[src/rtl/rforest_seq_ctrl_if.sv]
// rforest_seq_ctrl_if: feature stream and class result handshakes.
// Producer side uses master; the sequencer uses slave.
interface rforest_seq_ctrl_if #(
    parameter int FEAT_W = 10,
    parameter int CLS_W  = 5
);
    logic              feat_valid;
    logic              feat_ready;
    logic [FEAT_W-1:0] feat_data;
    logic              feat_last;
    logic              res_valid;
    logic              res_ready;
    logic [CLS_W-1:0]  res_class;

    modport master (
        output feat_valid,
        output feat_data,
        output feat_last,
        output res_ready,
        input  feat_ready,
        input  res_valid,
        input  res_class
    );

    modport slave (
        input  feat_valid,
        input  feat_data,
        input  feat_last,
        input  res_ready,
        output feat_ready,
        output res_valid,
        output res_class
    );
endinterface

[src/rtl/rforest_seq_ctrl.sv]
// rforest_seq_ctrl: serial feature loader, settle timer and result port
// for the RForest classifier. Optional counters: RFOREST_PERF_CNT_EN.
module rforest_seq_ctrl #(
    parameter int NUM_FEAT   = 52,
    parameter int FEAT_W     = 10,
    parameter int CLS_W      = 5,
    parameter int SETTLE_CYC = 2
) (
    input  logic                       i_clk,
    input  logic                       i_rst_n,
    rforest_seq_ctrl_if.slave          io_s,
    output logic [NUM_FEAT*FEAT_W-1:0] o_feat_bus,
    input  logic [CLS_W-1:0]           i_cls_in,
    output logic                       o_busy,
    output logic                       o_err_frame
`ifdef RFOREST_PERF_CNT_EN
    ,
    output logic [15:0]                o_vec_count,
    output logic [7:0]                 o_err_count
`endif
);

    localparam int IDX_W = $clog2(NUM_FEAT);
    localparam logic [IDX_W-1:0] LAST_IDX = IDX_W'(NUM_FEAT - 1);
    localparam logic [3:0] SETTLE_END = 4'(SETTLE_CYC);

    typedef enum logic [1:0] {
        S_LOAD   = 2'd0,
        S_SETTLE = 2'd1,
        S_OUT    = 2'd2
    } state_t;

    state_t                     r_state;
    state_t                     w_state_nxt;
    logic [IDX_W-1:0]           r_idx;
    logic [IDX_W-1:0]           w_idx_nxt;
    logic [3:0]                 r_cnt;
    logic [3:0]                 w_cnt_nxt;
    logic [NUM_FEAT*FEAT_W-1:0] r_feat_bus;
    logic                       r_res_valid;
    logic [CLS_W-1:0]           r_res_class;
    logic                       r_err;

    logic w_feat_hs;
    logic w_at_last;
    logic w_wr_en;
    logic w_err_nxt;
    logic w_capture;
    logic w_res_hs;

    assign w_feat_hs = io_s.feat_valid && (r_state == S_LOAD);
    assign w_at_last = (r_idx == LAST_IDX);

    // State, slot index and settle counter registers
    always_ff @(posedge i_clk) begin
        if (!i_rst_n) begin
            r_state <= S_LOAD;
            r_idx   <= '0;
            r_cnt   <= '0;
        end else begin
            r_state <= w_state_nxt;
            r_idx   <= w_idx_nxt;
            r_cnt   <= w_cnt_nxt;
        end
    end

    // Next-state logic: framing check, settle timing, result release
    always_comb begin
        w_state_nxt = r_state;
        w_idx_nxt   = r_idx;
        w_cnt_nxt   = r_cnt;
        w_wr_en     = 1'b0;
        w_err_nxt   = 1'b0;
        w_capture   = 1'b0;
        w_res_hs    = 1'b0;
        unique case (r_state)
            S_LOAD: begin
                if (w_feat_hs) begin
                    w_wr_en = 1'b1;
                    unique case (1'b1)
                        (io_s.feat_last && w_at_last): begin
                            w_state_nxt = S_SETTLE;
                            w_cnt_nxt   = 4'd1;
                        end
                        (!io_s.feat_last && !w_at_last): begin
                            w_idx_nxt = r_idx + 1'b1;
                        end
                        default: begin
                            w_err_nxt = 1'b1;
                            w_idx_nxt = '0;
                        end
                    endcase
                end
            end
            S_SETTLE: begin
                w_cnt_nxt = r_cnt + 4'd1;
                if (r_cnt == SETTLE_END) begin
                    w_capture   = 1'b1;
                    w_state_nxt = S_OUT;
                    w_cnt_nxt   = '0;
                end
            end
            S_OUT: begin
                if (io_s.res_ready) begin
                    w_res_hs    = 1'b1;
                    w_state_nxt = S_LOAD;
                    w_idx_nxt   = '0;
                end
            end
            default: begin
                w_state_nxt = S_LOAD;
                w_idx_nxt   = '0;
                w_cnt_nxt   = '0;
            end
        endcase
    end

    // Feature bank, captured class, result valid and error pulse
    always_ff @(posedge i_clk) begin
        if (!i_rst_n) begin
            r_feat_bus  <= '0;
            r_res_valid <= 1'b0;
            r_res_class <= '0;
            r_err       <= 1'b0;
        end else begin
            if (w_wr_en) begin
                r_feat_bus[int'(r_idx)*FEAT_W +: FEAT_W] <= io_s.feat_data;
            end
            if (w_capture) begin
                r_res_class <= i_cls_in;
                r_res_valid <= 1'b1;
            end else if (w_res_hs) begin
                r_res_valid <= 1'b0;
            end
            r_err <= w_err_nxt;
        end
    end

`ifdef RFOREST_PERF_CNT_EN
    logic [15:0] r_vec_count;
    logic [7:0]  r_err_count;

    // Saturating counts of delivered results and framing errors
    always_ff @(posedge i_clk) begin
        if (!i_rst_n) begin
            r_vec_count <= '0;
            r_err_count <= '0;
        end else begin
            if (w_res_hs && (r_vec_count != 16'hFFFF)) begin
                r_vec_count <= r_vec_count + 16'd1;
            end
            if (r_err && (r_err_count != 8'hFF)) begin
                r_err_count <= r_err_count + 8'd1;
            end
        end
    end

    assign o_vec_count = r_vec_count;
    assign o_err_count = r_err_count;
`endif

    assign io_s.feat_ready = (r_state == S_LOAD);
    assign io_s.res_valid  = r_res_valid;
    assign io_s.res_class  = r_res_class;
    assign o_feat_bus      = r_feat_bus;
    assign o_busy          = (r_state != S_LOAD);
    assign o_err_frame     = r_err;

endmodule

[src/flat_wrapper.sv]
// flat-port wrapper written by rule: the top's interface ports become plain ports
module rforest_seq_ctrl_flat 
#(
    parameter int NUM_FEAT   = 52,
    parameter int FEAT_W     = 10,
    parameter int CLS_W      = 5,
    parameter int SETTLE_CYC = 2
)
  (i_clk, i_rst_n, o_feat_bus, i_cls_in, o_busy, o_err_frame, io_s_feat_valid, io_s_feat_data, io_s_feat_last, io_s_res_ready, io_s_feat_ready, io_s_res_valid, io_s_res_class);
  rforest_seq_ctrl_if #(.FEAT_W(FEAT_W), .CLS_W(CLS_W)) io_s_i ();
  input  logic i_clk;
  input  logic i_rst_n;
  output logic [NUM_FEAT*FEAT_W-1:0] o_feat_bus;
  input  logic [CLS_W-1:0] i_cls_in;
  output logic o_busy;
  output logic o_err_frame;
  input wire logic [$bits(io_s_i.feat_valid)-1:0] io_s_feat_valid;
  input wire logic [$bits(io_s_i.feat_data)-1:0] io_s_feat_data;
  input wire logic [$bits(io_s_i.feat_last)-1:0] io_s_feat_last;
  input wire logic [$bits(io_s_i.res_ready)-1:0] io_s_res_ready;
  output wire logic [$bits(io_s_i.feat_ready)-1:0] io_s_feat_ready;
  output wire logic [$bits(io_s_i.res_valid)-1:0] io_s_res_valid;
  output wire logic [$bits(io_s_i.res_class)-1:0] io_s_res_class;
  assign io_s_i.feat_valid = io_s_feat_valid;
  assign io_s_i.feat_data = io_s_feat_data;
  assign io_s_i.feat_last = io_s_feat_last;
  assign io_s_i.res_ready = io_s_res_ready;
  assign io_s_feat_ready = io_s_i.feat_ready;
  assign io_s_res_valid = io_s_i.res_valid;
  assign io_s_res_class = io_s_i.res_class;
  rforest_seq_ctrl #(.NUM_FEAT(NUM_FEAT), .FEAT_W(FEAT_W), .CLS_W(CLS_W), .SETTLE_CYC(SETTLE_CYC)) u_core (.i_clk(i_clk), .i_rst_n(i_rst_n), .io_s(io_s_i), .o_feat_bus(o_feat_bus), .i_cls_in(i_cls_in), .o_busy(o_busy), .o_err_frame(o_err_frame));
endmodule
[config.mk]
export PLATFORM = sky130hd
export DESIGN_NAME = rforest_seq_ctrl_flat
export DESIGN_NICKNAME = d
export VERILOG_FILES = /design/src/rtl/rforest_seq_ctrl_if.sv /design/src/rtl/rforest_seq_ctrl.sv /design/src/flat_wrapper.sv
export SDC_FILE = /design/constraint.sdc
export NUM_CORES = 1
export LEC_CHECK = 0
export BUFFER_PORTS_ARGS = -buffer_cell sky130_fd_sc_hd__buf_2
export CORE_MARGIN = 8
export CORE_UTILIZATION = 44
export CTS_BUF_LIST = sky130_fd_sc_hd__clkbuf_8
export DETAILED_ROUTE_END_ITERATION = 12
export PLACE_DENSITY = 0.67
export SLEW_MARGIN = 20
export SYNTH_ARGS = -nofsm -noshare
export SYNTH_HDL_FRONTEND = slang
export SYNTH_SLANG_ARGS = --single-unit
[constraint.sdc]
create_clock -name i_clk -period 7.6 [get_ports i_clk]
set_input_delay 1.14 -clock i_clk [delete_from_list [all_inputs] [get_ports i_clk]]
set_output_delay 1.14 -clock i_clk [all_outputs]
set_load 0.05 [all_outputs]
==> flow_summary_export.csv <==
group,metric,value,unit
sta,period_minus_slack,5.97,ns
worst_setup_path,cp_common_cell,"ha_1",
clocking,cts_buffers,90,
pwr,powerDensity,222,nW/um^2
layout,fin_area,29100,sq um
worst_setup_path,cp_max_fo,15,
logic_synthesis,synth_edf_count,0,
logic_synthesis,ys_async_sr_fraction,0,%
clocking,tritoncts,"yes",
sta,layout_worst_path_cycle_share,78.5,%
layout,drive_gt1_share,24.8,%
drt,vias,23600,
drt,first_pass_iters,6,
global_route,grt_pass1_vias,23700,
sta,tns,0,ns
global_route,grt_start_max_net_pins,200,
sta,hold_viol,0,
layout,area_delta_synth_final,21.7,%
logic_synthesis,ys_ff_latch,539,
pwr,p_int,4.50,mW
worst_setup_path,path_cells,"ha_1, ha_1, fa_1, and3_1, nor3_4, o22ai_1, nor2_1, ha_1, nand4bb_1, nor3_1, mux2_2, nand3_1, or3_1, o21ai_0",
worst_setup_path,max_stage_delay,0.58,ns
global_route,grt_pass1_wl,160000,um
logic_synthesis,synth_top_area_share,45.1,%
layout,fin_nets,3235,
sta,finClkSkew,0.0545,ns
sta,maxSlewViolCount,0,
clocking,cts-resized-gates,0,
clocking,holdBufCountCts,0,
sta,relSlewSlack,20.4,%
clocking,clock-sinks,539,
worst_setup_path,cp_data_arrival_time,6.56,ns
floorplanning,die_area,62100,sq um
placement,place.gp.congestion,0.988,
sta,tightestPinTransition,1.18,ns
drt,met1_length,41600,um
floorplanning,initial_core_util,44.5,%
run_status,outcome,"finished, final reports clean",
worst_setup_path,critPathRequiredTime,8.20,ns
pwr,clock_power_share,42.1,%
floorplanning,io_pins,549,
floorplanning,die_w,249,um
placement,placed_cell_area,27200,sq um
drt,routed_via_density,5.96,
floorplanning,rows,85,
worst_setup_path,critPathKind,"flop to flop",
logic_synthesis,synth_cells,2706,
logic_synthesis,syn_area,23900,sq um
placement,hpwlAfterDp,83300,um
sta,finalSetupViolations,0,
global_route,grt_usage,33.9,%
floorplanning,die_height,249,um
min_path,min_path_type,"flop to flop",
drt,antenna_left,0,
worst_setup_path,cp_num_buf_inv,0,
global_route,antenna_found_initial,3,
clocking,postCtsSetupBuffers,0,
clocking,htreeDepth,3,
logic_synthesis,syn_nets,2742,
placement,numPortBuffers,548,
pwr,switching_share,30.5,%
floorplanning,core_area,53800,sq um
pwr,combPwrFrac,14.2,%
clocking,clockBufferDepth,3,
drt,wl_per_cell,28.0,um
clocking,clk_latency,0.72,ns
logic_synthesis,ys.flop_type,"dfxtp_1",
global_route,grt-ovfl-total,0,
drt,drt-total-wl,111000,um
worst_setup_path,end_kind,"flop",
clocking,clk_pin_slew,0.07,ns
sta,hold_slack,0.456,ns
logic_synthesis,avgSynthCellArea,8.85,sq um
clocking,root_buffer,"clkbuf_8",
drt,topRoutingLayerUsed,"met5",
pwr,pwr-share-seq,43.7,%
pwr,p_leak,12.9,nW
worst_setup_path,startpoint_type,"flop",
run,cap_violations,0,
pwr,ir_drop,146,uV
logic_synthesis,ys_top_cells_by_area,"dfxtp_1 (45%), mux2i_1 (17%), nand2_1 (8.6%)",
logic_synthesis,synth.distinct_cells,90,
logic_synthesis,seq_area_frac_synth,45.1,%
sta,rsz0062_at_grt,"no",
drt,wl_met2,51700,um
drt,routed-wl-met3,10200,um
drt,post-route-drc-count,0,
drt,drt-initial-drc-count,1947,
pwr,p_sw,1.98,mW
worst_setup_path,cp_top_family,"simple AND/OR/NAND/NOR gates",
sta,max_freq,168,MHz
logic_synthesis,synth_top_area_cell,"dfxtp_1",
worst_setup_path,slowest_stage,"ha_1",
logic_synthesis,yosys_warnings,0,
[worst min-delay path: stages (launching register included)]
cell and delay [ns]:
dfxtp_1 0.31, nand2_1 0.05, mux2i_1 0.05
[cell families after synthesis]
kind of cell	share of synthesized area, %
adder cells (fa/ha/maj)	0.868
buffers and inverters	3.57
AND/OR/NAND/NOR	21.0
flip-flops	45.1
AO/OA/AOI/OAI	11.4
XOR/XNOR	0.716
multiplexers	17.4
[synth_stat cells (10+ instances only)]
master / n
nor3_2: 11
nor3_1: 91
and2_1: 14
o31ai_1: 26
nand3_1: 160
mux2i_1: 406
buf_2: 57
ha_1: 15
nand4_1: 18
nor2_1: 161
inv_1: 11
o2111ai_1: 13
nand2_1: 551
or3_1: 15
o22ai_1: 30
nand2b_1: 10
o211ai_1: 39
o21ai_0: 100
and3_1: 16
clkbuf_1: 116
a21oi_1: 113
nor4_1: 17
dfxtp_1: 539
[cell usage in the layout, fill, tap and decap left out, types with 30 or more instances in the layout]
cell type | Yosys | final
a21oi_1 | 113 | 113
buf_2 | 57 | 547
buf_4 | 7 | 37
clkbuf_8 | 0 | 124
dfxtp_1 | 539 | 539
inv_1 | 11 | 36
mux2i_1 | 406 | 405
nand2_1 | 551 | 549
nand3_1 | 160 | 160
nor2_1 | 161 | 160
nor3_1 | 91 | 89
o211ai_1 | 39 | 39
o21ai_0 | 100 | 99
o22ai_1 | 30 | 30
[worst paths after layout]
path / start / end / slack [ns] / depth (start not counted)
setup / recovery: u_core.r_idx[1] / u_core.o_feat_bus[494] / 1.63 / 14
hold / removal: u_core.o_feat_bus[119] / u_core.o_feat_bus[119] / 0.46 / 2
setup reg to reg: u_core.r_idx[1] / u_core.o_feat_bus[494] / 1.63 / 14
hold reg to reg: u_core.o_feat_bus[119] / u_core.o_feat_bus[119] / 0.46 / 2
[registers in the layout, indices dropped and copies added, names as in the netlist]
register               cells
u_core.o_feat_bus        520
u_core.r_idx               6
u_core.io_s.res_class      5
u_core.r_cnt               4
u_core.r_state             2
u_core.io_s.res_valid      1
u_core.o_err_frame         1
[layout make-up]
| cell class | instances | area [sq um] |
|---|---|---|
| clock inverters | 36 | 218 |
| fillers | 4979 | 24700 |
| inverters | 13 | 51.3 |
| diodes | 1 | 2.50 |
| flip-flops and latches | 539 | 10800 |
| clock buffers | 124 | 1710 |
| well taps | 696 | 871 |
| repair buffers | 586 | 3050 |
| multi-input cells | 1969 | 12400 |
[stage by stage]
step           setup WS [ns]  power [mW]  util [%]  instances
2_1_floorplan           3.61        3.40         -       2706
3_3_place_gp            1.82        3.76      50.5       3803
3_5_place_dp            1.72        3.77      50.5       3803
4_1_cts                 1.71        6.47      54.1       3963
5_1_grt                 1.25        6.66      54.1       3964
6_report                1.63        6.48      54.1       3964
[power by group through the flow]
stage	clock network (mW)	registers, mW	logic, mW
final	2.73	2.83	0.919
after global routing	2.90	2.83	0.938
after CTS	2.76	2.83	0.881
after detailed placement	0	2.89	0.877
after global placement	0	2.89	0.873
after floorplan	0	2.90	0.507
[layer usage]
layer / track usage, % / up-vias
met2: 56.1 / 1202
li1: - / 10600
met4: 21.2 / 2
met5: 0 / -
met1: 38.1 / 11600
met3: 10.1 / 299
(Power assumes the default switching activity.)
